## config.mk

```make
export PLATFORM = sky130hd
export DESIGN_NAME = multu_sequencer
export DESIGN_NICKNAME = d
export VERILOG_FILES = /design/src/rtl/multu_sequencer.sv
export SDC_FILE = /design/constraint.sdc
export NUM_CORES = 1
export LEC_CHECK = 0
export CAP_MARGIN = 15
export CORE_MARGIN = 2
export CORE_UTILIZATION = 40
export DETAILED_ROUTE_END_ITERATION = 10
export GPL_TIMING_DRIVEN = 0
export PLACE_DENSITY = 0.73
export SYNTH_ARGS = -nofsm -noshare
export SYNTH_HDL_FRONTEND = slang
export SYNTH_SLANG_ARGS = --single-unit
```

## constraint.sdc

```tcl
create_clock -name clk -period 2.9 [get_ports clk]
set_input_delay 0.29 -clock clk [delete_from_list [all_inputs] [get_ports clk]]
set_output_delay 0.29 -clock clk [all_outputs]
set_load 0.01 [all_outputs]
```

## src/rtl/multu_sequencer.sv

```systemverilog
// Radix-2 shift-add MULTU sequencer that owns the HI/LO pair.
// One multiplier bit is retired per cycle; HI/LO are written only on the final step.
module multu_sequencer #(
   parameter int WIDTH = 32
) (
   input  logic             clk,
   input  logic             reset,
   input  logic             start,
   input  logic [WIDTH-1:0] srca,
   input  logic [WIDTH-1:0] srcb,
   input  logic             rd_hi,
   input  logic             rd_lo,
   output logic             stall,
   output logic             busy,
   output logic             done,
   output logic [WIDTH-1:0] hi,
   output logic [WIDTH-1:0] lo,
   output logic [WIDTH-1:0] result
);

   localparam int CW = (WIDTH > 1) ? $clog2(WIDTH) : 1;

   typedef enum logic {IDLE, RUN} state_t;

   state_t           state, state_n;
   logic [WIDTH-1:0] mcand;
   logic [WIDTH-1:0] mplr;
   logic [WIDTH:0]   acc;
   logic [WIDTH:0]   sum;
   logic [CW-1:0]    cnt;
   logic             accept;
   logic             last;

   always_comb begin
      state_n = state;
      accept  = 1'b0;
      last    = 1'b0;
      // acc[WIDTH] is always zero after a shift, so the add can never lose a carry
      sum     = acc + (mplr[0] ? {1'b0, mcand} : '0);
      case (state)
         IDLE: begin
            if (start) begin
               accept  = 1'b1;
               state_n = RUN;
            end
         end
         RUN: begin
            if (cnt == CW'(WIDTH - 1)) begin
               last    = 1'b1;
               state_n = IDLE;
            end
         end
         default: state_n = IDLE;
      endcase
   end

   always_ff @(posedge clk) begin
      if (reset) state <= IDLE;
      else       state <= state_n;
   end

   always_ff @(posedge clk) begin
      if (reset) begin
         mcand <= '0;
         mplr  <= '0;
         acc   <= '0;
         cnt   <= '0;
         hi    <= '0;
         lo    <= '0;
         done  <= 1'b0;
      end else begin
         done <= last;
         if (accept) begin
            mcand <= srca;
            mplr  <= srcb;
            acc   <= '0;
            cnt   <= '0;
         end else if (state == RUN) begin
            acc  <= {1'b0, sum[WIDTH:1]};
            mplr <= {sum[0], mplr[WIDTH-1:1]};
            cnt  <= cnt + 1'b1;
            if (last) begin
               hi <= sum[WIDTH:1];
               lo <= {sum[0], mplr[WIDTH-1:1]};
            end
         end
      end
   end

   assign busy   = (state == RUN);
   assign stall  = busy & (start | rd_hi | rd_lo);
   assign result = rd_hi ? hi : lo;

endmodule

```

After elaboration in Yosys (flattened, before gate mapping)
Index checks and enable logic that the tools add are counted.
Widths: inputs -> output; s select.
{"block": "op_classes", "add_sub_neg": 2, "eq_ne": 1, "mux": 10, "bitwise_logic": 5, "reduce_logical": 3}
{"op": "$mux 32", "n": 4}
{"op": "$add 32x32->33", "n": 1}
{"op": "$add 5x1->5 const B", "n": 1}
{"op": "$eq 5x5->1 const B", "n": 1}
{"op": "$mux 1", "n": 5}
{"op": "$reduce_and 3->1", "n": 1}
{"op": "$not 1->1", "n": 2}
{"op": "$or 1x1->1", "n": 2}
{"op": "$pmux 1 s2", "n": 1}
{"op": "$reduce_bool 2->1", "n": 1}
{"op": "$reduce_or 2->1", "n": 1}
{"op": "$and 1x1->1", "n": 1}
{"block": "totals", "reg_bits": 167, "inputBits": 69, "output_inout_bits": 99, "wordCells": 29}

Logic depth before layout (Yosys ltp)
Gate-level depths: netlist of run 1.
{"block": "logic_depth", "word_depth": 4, "depth_mapped": 12, "ltp_nobuf": 11}

Worst setup path after synthesis of run 1
No wires, ideal clock.
{"block": "synth_timing", "kind": "reg-to-reg", "start": "register mplr[0]", "end": "register hi[21]", "setup_ns": 0.122, "t_arrival_ns": 2.555, "required_ns": 2.778, "setup_slack_ns": 0.223, "path_stages_with_launch": 11, "n_path_buf": 1, "synth_period_minus_slack_ns": 2.677, "cell_sequence": "dfxtp_1 -> clkbuf_1 -> and2_1 -> fa_1 -> a21o_1 -> a311o_2 -> o211ai_1 -> nand2_1 -> a21boi_1 -> o41ai_1 -> a221o_1"}
{"block": "synth_between", "elab_chain_len": 2}
{"item": "start, declared", "line": "27", "text": "logic [WIDTH-1:0] mplr;"}
{"item": "start signal, assigned", "line": "75", "text": "mplr <= srcb;"}
{"item": "start signal, assigned", "line": "80", "text": "mplr <= {sum[0], mplr[WIDTH-1:1]};"}
{"item": "$mux 32", "line": "39", "text": "sum = acc + (mplr[0] ? {1'b0, mcand} : '0);"}
{"item": "$add 32x32->33", "line": "39"}
{"item": "end signal, assigned", "line": "83", "text": "hi <= sum[WIDTH:1];"}
{"item": "end, declared", "line": "16", "text": "output logic [WIDTH-1:0] hi,"}
No other way between the ends.
A chain may end at the register's enable or synchronous reset.

Worst setup path in the final report of run 1
{"block": "layout_timing", "start": "register mplr[0]", "end": "register acc[29]"}
{"block": "layout_between", "elab_chain_len": 2}
{"item": "$mux 32", "line": "39"}
{"item": "$add 32x32->33", "line": "39"}
{"item": "end signal, assigned", "line": "79", "text": "acc <= {1'b0, sum[WIDTH:1]};"}
{"item": "end, declared", "line": "28", "text": "logic [WIDTH:0] acc;"}
No other way between the ends.

==> results of run 1 <==
final timing paths:
check / slack (ps) / end / cells after the start / from
max: 50 / acc[29] / 12 / mplr[0]
max reg2reg: 50 / acc[29] / 12 / mplr[0]
min: 400 / mcand[27] / 3 / srca[27]
min reg2reg: 450 / mcand[2] / 2 / mcand[2]
sequential cells by signal, indices dropped and copies added, names as in the netlist:
| register | cells |
|---|---|
| acc | 32 |
| cnt | 5 |
| mcand | 32 |
| busy | 1 |
| hi | 32 |
| lo | 32 |
| done | 1 |
| mplr | 32 |
final cells by class:
| type | instances | area share (%) |
|---|---|---|
| buffer | 62 | 2.40 |
| clock inverter | 14 | 1.42 |
| timing repair buffer | 172 | 15.6 |
| multi-input combinational | 695 | 42.7 |
| sequential | 167 | 30.5 |
| tap | 270 | 3.08 |
| clock buffer | 18 | 4.01 |
| inverter | 8 | 0.274 |
critical path, cell delays in order (launching register included):
cell and delay [ps]:
sky130_fd_sc_hd__dfxtp_4 370, sky130_fd_sc_hd__and2_4 150, sky130_fd_sc_hd__ha_4 170, sky130_fd_sc_hd__fa_2 360, sky130_fd_sc_hd__a21o_1 230, sky130_fd_sc_hd__a311o_2 320
sky130_fd_sc_hd__o211ai_1 180, sky130_fd_sc_hd__nand2_2 160, sky130_fd_sc_hd__buf_4 170, sky130_fd_sc_hd__a311oi_2 290, sky130_fd_sc_hd__xnor2_2 170, sky130_fd_sc_hd__mux2i_1 100
sky130_fd_sc_hd__nor2_1 110
power groups by stage:
stage	clock network (mW)	registers (mW)	logic [mW]
floorplan	0	2.43	0.261
global placement	0	2.44	0.437
detailed placement	0	2.45	0.440
CTS	2.31	2.39	0.445
global route	2.40	2.40	0.495
finish	2.28	2.39	0.447
synth_stat cells, types with 2 or more instances:
master                      number
sky130_fd_sc_hd__ha_1           34
sky130_fd_sc_hd__o211ai_1        4
sky130_fd_sc_hd__a2111oi_0       2
sky130_fd_sc_hd__and3_1          5
sky130_fd_sc_hd__or3_1           3
sky130_fd_sc_hd__o21a_1          7
sky130_fd_sc_hd__nand4_1         6
sky130_fd_sc_hd__o22ai_1         5
sky130_fd_sc_hd__o21ai_1         3
sky130_fd_sc_hd__xnor2_1        19
sky130_fd_sc_hd__a21o_2          2
sky130_fd_sc_hd__o21bai_1        6
sky130_fd_sc_hd__a311oi_1        2
sky130_fd_sc_hd__a31o_2          2
sky130_fd_sc_hd__o21ai_0        42
sky130_fd_sc_hd__a21oi_1        97
sky130_fd_sc_hd__a21o_1          5
sky130_fd_sc_hd__inv_1           7
sky130_fd_sc_hd__nor4_1          2
sky130_fd_sc_hd__and2_1         33
sky130_fd_sc_hd__a22o_1         49
sky130_fd_sc_hd__nor2_1        102
sky130_fd_sc_hd__buf_4           2
sky130_fd_sc_hd__nor3_1          5
sky130_fd_sc_hd__mux2_2         32
sky130_fd_sc_hd__nor2b_1         4
sky130_fd_sc_hd__nand2_1       119
sky130_fd_sc_hd__a31oi_1         4
sky130_fd_sc_hd__a22oi_1         2
sky130_fd_sc_hd__buf_1           9
sky130_fd_sc_hd__a211oi_1        5
sky130_fd_sc_hd__buf_2           4
sky130_fd_sc_hd__mux2i_1        46
sky130_fd_sc_hd__nand2b_1        8
sky130_fd_sc_hd__clkbuf_1       48
sky130_fd_sc_hd__or2b_2          2
sky130_fd_sc_hd__xor2_1         10
sky130_fd_sc_hd__nand3_1         8
sky130_fd_sc_hd__dfxtp_1       167
cells in the final DEF (no fill, tap or decap), drive strengths merged, types with 6 or more instances in the layout:
cell type / n
a21o: 7
nor2: 102
clkdlybuf4s50: 165
mux2i: 46
ha: 34
and3: 6
nand4: 6
o21bai: 6
inv: 15
dfxtp: 167
o21a: 7
clkbuf: 63
buf: 24
a22o: 49
mux2: 32
a21oi: 97
nand3: 8
nand2b: 8
xor2: 10
and2: 33
nand2: 119
o21ai: 46
xnor2: 19
routing by layer:
metal | global-route usage, % | wire length, microns | up-vias
met5 | 0 | 0 | -
met4 | 5.19 | 262 | 0
met3 | 3.59 | 1080 | 23
met2 | 34.8 | 10700 | 194
met1 | 29.5 | 11200 | 3398
li1 | - | - | 3670
repair_timing:
item / 4_1_cts / 5_1_grt
setup buffers: 3 / 4
pin swaps: 4 / 15
setup endpoints to repair: 38 / 37
gates resized for setup: 22 / 33
cloned: 0 / 0
cell families after synthesis:
group / after synthesis
multiplexers: 78
AO/OA/AOI/OAI: 253
AND/OR/NAND/NOR: 300
adder cells (fa/ha/maj): 35
flip-flops: 167
XOR/XNOR: 29
buffers and inverters: 72
==> parameters.txt, run 1 <==
Parameter                              Value

STA
  Headroom to the max-slew limit ... between 40% and 50%
  Max frequency ... 351 MHz
  Max Slew Vio Count ... 0
  Sum of negative setup slack ... 0 ps
  Worst Setup Slack, final ... between 50 and 60 ps
  Final setup violation count ... 0
  Tightest Pin Transition ... ~800 ps
  RSZ-0062 raised after global routing ... true
  Final period demand of the worst path ... around 2800 ps
  Skew final ... roughly 13 ps
  Final worst-path cycle share ... 98.2%
  Count of final hold-check violations ... 0
  Worst hold slack ... ~400 ps

Synth
  Synth Net Count ... around 1,000
  Syn_area_per_cell ... 8.70 sq um
  Cells taking the most area after synthesis ... sky130_fd_sc_hd__dfxtp_1, sky130_fd_sc_hd__a21oi_1, sky130_fd_sc_hd__mux2i_1
  Seq/Total Area, Yosys ... 41.1%
  Combinational family with the most area after synthesis ... compound AO/OA/AOI/OAI gates
  Proportion of synthesized area in mux cells ... between 10% and 20%
  Fraction of synthesized cell area in xor and xnor cells ... 3.12%
  Synthesized cell area ... roughly 0.008 sq mm
  Post-synthesis cell type count ... slightly above 60
  Simple logic cell fraction of the synthesized area ... between 10% and 20%
  Share of the synthesized area in compound gates (AO/OA/AOI/OAI) ... a little over 20%
  Number of flops mapped to enable cells by yosys ... 0
  Largest area contributor in the netlist ... sky130_fd_sc_hd__dfxtp_1
  Post-synthesis share of cell area spent on full adders, half adders and majority gates ... around 5.5%
  Synth warnings ... 0
  Share of Yosys cell area claimed by the top area cell type ... between 40% and 50%
  Number of flip-flops and latches in the synthesized netlist ... roughly 170
  Commonest register cell after synthesis ... sky130_fd_sc_hd__dfxtp_1
  Fraction of registers with async set/reset ... 0%
  Post-Syn Instances ... approximately 930

Min path
  Type of the tightest min-delay check ... input port to flip-flop

Finish
  Number of non-filler instances in the completed layout ... 1,406
  Area used by sequential logic in the layout ... roughly 0.0033 sq mm
  Final design area excluding fillers ... ~0.011 sq mm
  Total area of multi-input combinational cells ... roughly 0.0047 sq mm
  Final layout net count ... about 1,200
  Core occupancy in the finished layout ... a little over half
  Synthesis-to-layout area growth ... 34.8%
  Fillers ... 1,810
  Layout cells sized above 1 ... 11.4%
  Antenna cell count ... 0

Placement
  Routability Congestion ... between 0.8 and 0.9
  Pre-CTS worst setup slack ... -407 ps
  Count of input and output buffers ... about 170
  Post-placement cell area ... between 0.01 and 0.015 sq mm
  HPWL after DPL ... 18,000 microns
  Inst Count DP ... 1,369

Floorplanning
  Count of pins on the block boundary ... roughly 170
  Core Area ... 0.0201 sq mm
  Y dimension of the die ... 147 microns
  Number of placement rows ... 52
  DIE AREA ... 0.0215 sq mm
  DIE WIDTH ... about 150 microns
  Initial core utilization ... 40.4%

Setup path
  Endpoint class of the critical path ... flip-flop
  Crit Path Category ... flip-flop to flip-flop
  Arrival time at the worst endpoint ... 3210 ps
  Critical path data required time ... around 3300 ps
  Startpoint kind of the worst setup timing path ... flip-flop
  Worst-path maximum fanout ... 6

CTS
  Clock latency reported for the late side of the worst-skew pair ... ~440 ps
  Htree depth ... 4
  Cell chosen for the clock root ... sky130_fd_sc_hd__clkbuf_16
  Cts bufs inserted ... 17
  Total clock sinks ... about 170
  Clock-pin slew of the registers on the worst-case setup and hold paths ... about 70 ps
  TritonCTS clock tree ... built
  Hold bufs inserted after CTS ... 0
  Max Root-Sink Buffers ... 2

Power
  Power per cell area ... roughly 470 mW/mm^2
  Overall power consumption ... a little over 5 mW
  Leakage power ... around 4.3 nW
  Switching power as a share of total power ... 25.9%
  Comb power frac ... under 10%
  Internal ... around 3.8 mW
  Switching component of the power ... 1.32 mW
  Worst vdd rail ir drop ... 335 uV
  Clock power share ... ~45%
  Part of the power in registers ... between 40% and 50%

Global routing
  Global route overflow ... 0
  Via count of the first global-routing pass ... around 6,800
  Number of antenna violations at the first check in global routing ... 0
  Global-route wire length before repair ... 36,300 microns
  Maximum number of pins on one net before global-route repair ... 18
  Overall routing resource usage ... about a fifth

Drt
  Via count ... roughly 7,300
  Routed length per placed instance ... around 17 microns
  Number of DRC violations after detailed routing ... 0
  Number of iterations in the first detailed-routing pass ... 5
  DRC marker count from the first detailed-route iteration ... about 450
  Via density per instance ... 5.18
  Remaining antenna violation count after routing ... 0
  Detailed-route wire length ... roughly 23,000 microns

Status
  Status ... finished clean

Run
  Max Cap Viol ... 0
(Power assumes the default switching activity.)
==> inputs of run 2 (changes only) <==
--- a/config.mk
+++ b/config.mk
@@ -10,7 +10,7 @@
 export CORE_UTILIZATION = 40
 export DETAILED_ROUTE_END_ITERATION = 10
 export GPL_TIMING_DRIVEN = 0
-export PLACE_DENSITY = 0.73
+export PLACE_DENSITY = 0.72
 export SYNTH_ARGS = -nofsm -noshare
 export SYNTH_HDL_FRONTEND = slang
 export SYNTH_SLANG_ARGS = --single-unit
==> constraint.sdc (replaced) <==
create_clock -name clk -period 3.4 [get_ports clk]
set_input_delay 0.34 -clock clk [delete_from_list [all_inputs] [get_ports clk]]
set_output_delay 0.34 -clock clk [all_outputs]
set_load 0.01 [all_outputs]
==> run 2 against run 1 <==
Sequential power down 15%. Combinational power down 16%. Worst setup slack better by 200 ps. Critical endpoint is now hi[25]. Largest power group unchanged. Clock skew down 3.7 ps. Critical path depth down 1. Count of clock-buffer cells in the layout unchanged. Non-clock buffer count down 5. Die area unchanged.
==> parameters.txt, run 2 (synthesis results as in run 1) <==
Parameter                              Value

Setup path
  Arrival time at the worst endpoint ... between 3000 and 4000 ps
  Worst-path maximum fanout ... 10
  Endpoint class of the critical path ... flip-flop
  Critical path data required time ... 3700 ps
  Startpoint kind of the worst setup timing path ... flip-flop
  Crit Path Category ... flip-flop to flip-flop

CTS
  Hold bufs inserted after CTS ... 0
  TritonCTS clock tree ... built
  Clock latency reported for the late side of the worst-skew pair ... roughly 430 ps
  Cell chosen for the clock root ... sky130_fd_sc_hd__clkbuf_16
  Total clock sinks ... between 150 and 200
  Htree depth ... 4
  Clock-pin slew of the registers on the worst-case setup and hold paths ... roughly 70 ps
  Cts bufs inserted ... 17
  Max Root-Sink Buffers ... 2

Drt
  Number of DRC violations after detailed routing ... 0
  Via density per instance ... about 5.2
  Number of iterations in the first detailed-routing pass ... 5
  Routed length per placed instance ... between 15 and 20 microns
  Detailed-route wire length ... about 23,000 microns
  Remaining antenna violation count after routing ... 0
  DRC marker count from the first detailed-route iteration ... approximately 480
  Via count ... ~7,300

Floorplanning
  DIE AREA ... 0.0215 sq mm
  Number of placement rows ... 52
  Count of pins on the block boundary ... 168
  Y dimension of the die ... 147 microns
  Initial core utilization ... 40.4%
  Core Area ... ~0.020 sq mm
  DIE WIDTH ... 147 microns

STA
  Count of final hold-check violations ... 0
  Max frequency ... approximately 320 MHz
  Headroom to the max-slew limit ... a little under half
  Sum of negative setup slack ... 0 ps
  Final period demand of the worst path ... ~3100 ps
  Max Slew Vio Count ... 0
  Tightest Pin Transition ... 805 ps
  Worst Setup Slack, final ... 252 ps
  Skew final ... 9.15 ps
  Final setup violation count ... 0
  Final worst-path cycle share ... 92.6%
  RSZ-0062 raised after global routing ... false

Power
  Leakage power ... 4.22 nW
  Overall power consumption ... roughly 4.4 mW
  Power per cell area ... approximately 410 mW/mm^2
  Worst vdd rail ir drop ... 299 uV

Placement
  Routability Congestion ... between 0.8 and 0.9
  HPWL after DPL ... between 15,000 and 20,000 microns
  Pre-CTS worst setup slack ... 73.1 ps
  Inst Count DP ... roughly 1,400
  Count of input and output buffers ... between 150 and 200

Min path
  Type of the tightest min-delay check ... flip-flop to flip-flop

Global routing
  Number of antenna violations at the first check in global routing ... 0
  Overall routing resource usage ... 21.2%
  Via count of the first global-routing pass ... about 6,700
  Global route overflow ... 0
  Global-route wire length before repair ... about 36,000 microns
  Maximum number of pins on one net before global-route repair ... 17

Finish
  Core occupancy in the finished layout ... between 50% and 60%
  Final layout net count ... approximately 1,200
  Synthesis-to-layout area growth ... 32.3%
  Antenna cell count ... 0
  Most used cells in the layout excluding fill and tap cells ... sky130_fd_sc_hd__dfxtp_1, sky130_fd_sc_hd__clkdlybuf4s50_1, sky130_fd_sc_hd__nand2_1, sky130_fd_sc_hd__nor2_1, sky130_fd_sc_hd__a21oi_1
  Layout cells sized above 1 ... 7.87%
  Number of non-filler instances in the completed layout ... about 1,400
  Most common cell after layout, fill and taps aside ... sky130_fd_sc_hd__dfxtp_1
  Fillers ... between 1,500 and 2,000

Run
  Max Cap Viol ... 0

Status
  Status ... finished clean
run 2: final cells by class:
cell class              count  area (sq um)  share of cell area, %
clock inverters            14           188                   1.75
plain buffers              64           262                   2.43
well taps                 270           338                   3.14
multi-input cells         695          4510                   42.0
clock buffers              18           429                   3.99
flip-flops and latches    167          3340                   31.1
repair buffers            165          1650                   15.4
inverters                   8          30.0                  0.279
run 2: stage by stage:
stage               instance area (sq um)  hold slack, ps
detailed placement                  10100             443
finish                              10800             449
global placement                    10100             439
CTS                                 10700             452
floorplan                            8130             430
global route                        10800             453
run 2: what timing repair did:
| action | CTS | global route |
|---|---|---|
| endpoints found under the setup margin | 0 | 8 |
| resized for setup | 0 | 6 |
| endpoints found under the hold margin | 0 | 0 |
| buffers inserted | 0 | 0 |
run 2: final timing paths:
check,startpoint,to,slack [ps],cells after the start
hold reg to reg,mcand[2],mcand[2],450,2
setup / recovery,mplr[0],hi[25],250,11
setup reg to reg,mplr[0],hi[25],250,11
hold / removal,mcand[2],mcand[2],450,2
run 2: critical path, stage by stage (launching register included):
cell and delay [ps]:
sky130_fd_sc_hd__dfxtp_1 370, sky130_fd_sc_hd__clkbuf_1 200, sky130_fd_sc_hd__and2_1 220, sky130_fd_sc_hd__fa_1 440, sky130_fd_sc_hd__a21o_1 230, sky130_fd_sc_hd__a311o_2 390, sky130_fd_sc_hd__o211ai_1 180, sky130_fd_sc_hd__nand2_2 170
sky130_fd_sc_hd__a21boi_2 260, sky130_fd_sc_hd__o21ai_0 190, sky130_fd_sc_hd__xnor2_1 260, sky130_fd_sc_hd__o21ai_0 100
run 2: layer usage:
metal | GRT usage, % | vias to the layer above | part of all wire (%)
met4 | 5.97 | 0 | 1.3
li1 | - | 3673 | -
met5 | 0 | - | 0
met2 | 34.6 | 210 | 46
met1 | 28.7 | 3382 | 47
met3 | 3.84 | 20 | 5.8
run 2: power by group:
| group | internal [mW] | switching, mW | total (mW) |
|---|---|---|---|
| clock | 1.18 | 0.854 | 2.03 |
| sequential | 2.01 | 0.0333 | 2.04 |
| combinational | 0.170 | 0.206 | 0.376 |
| total | 3.35 | 1.09 | 4.45 |
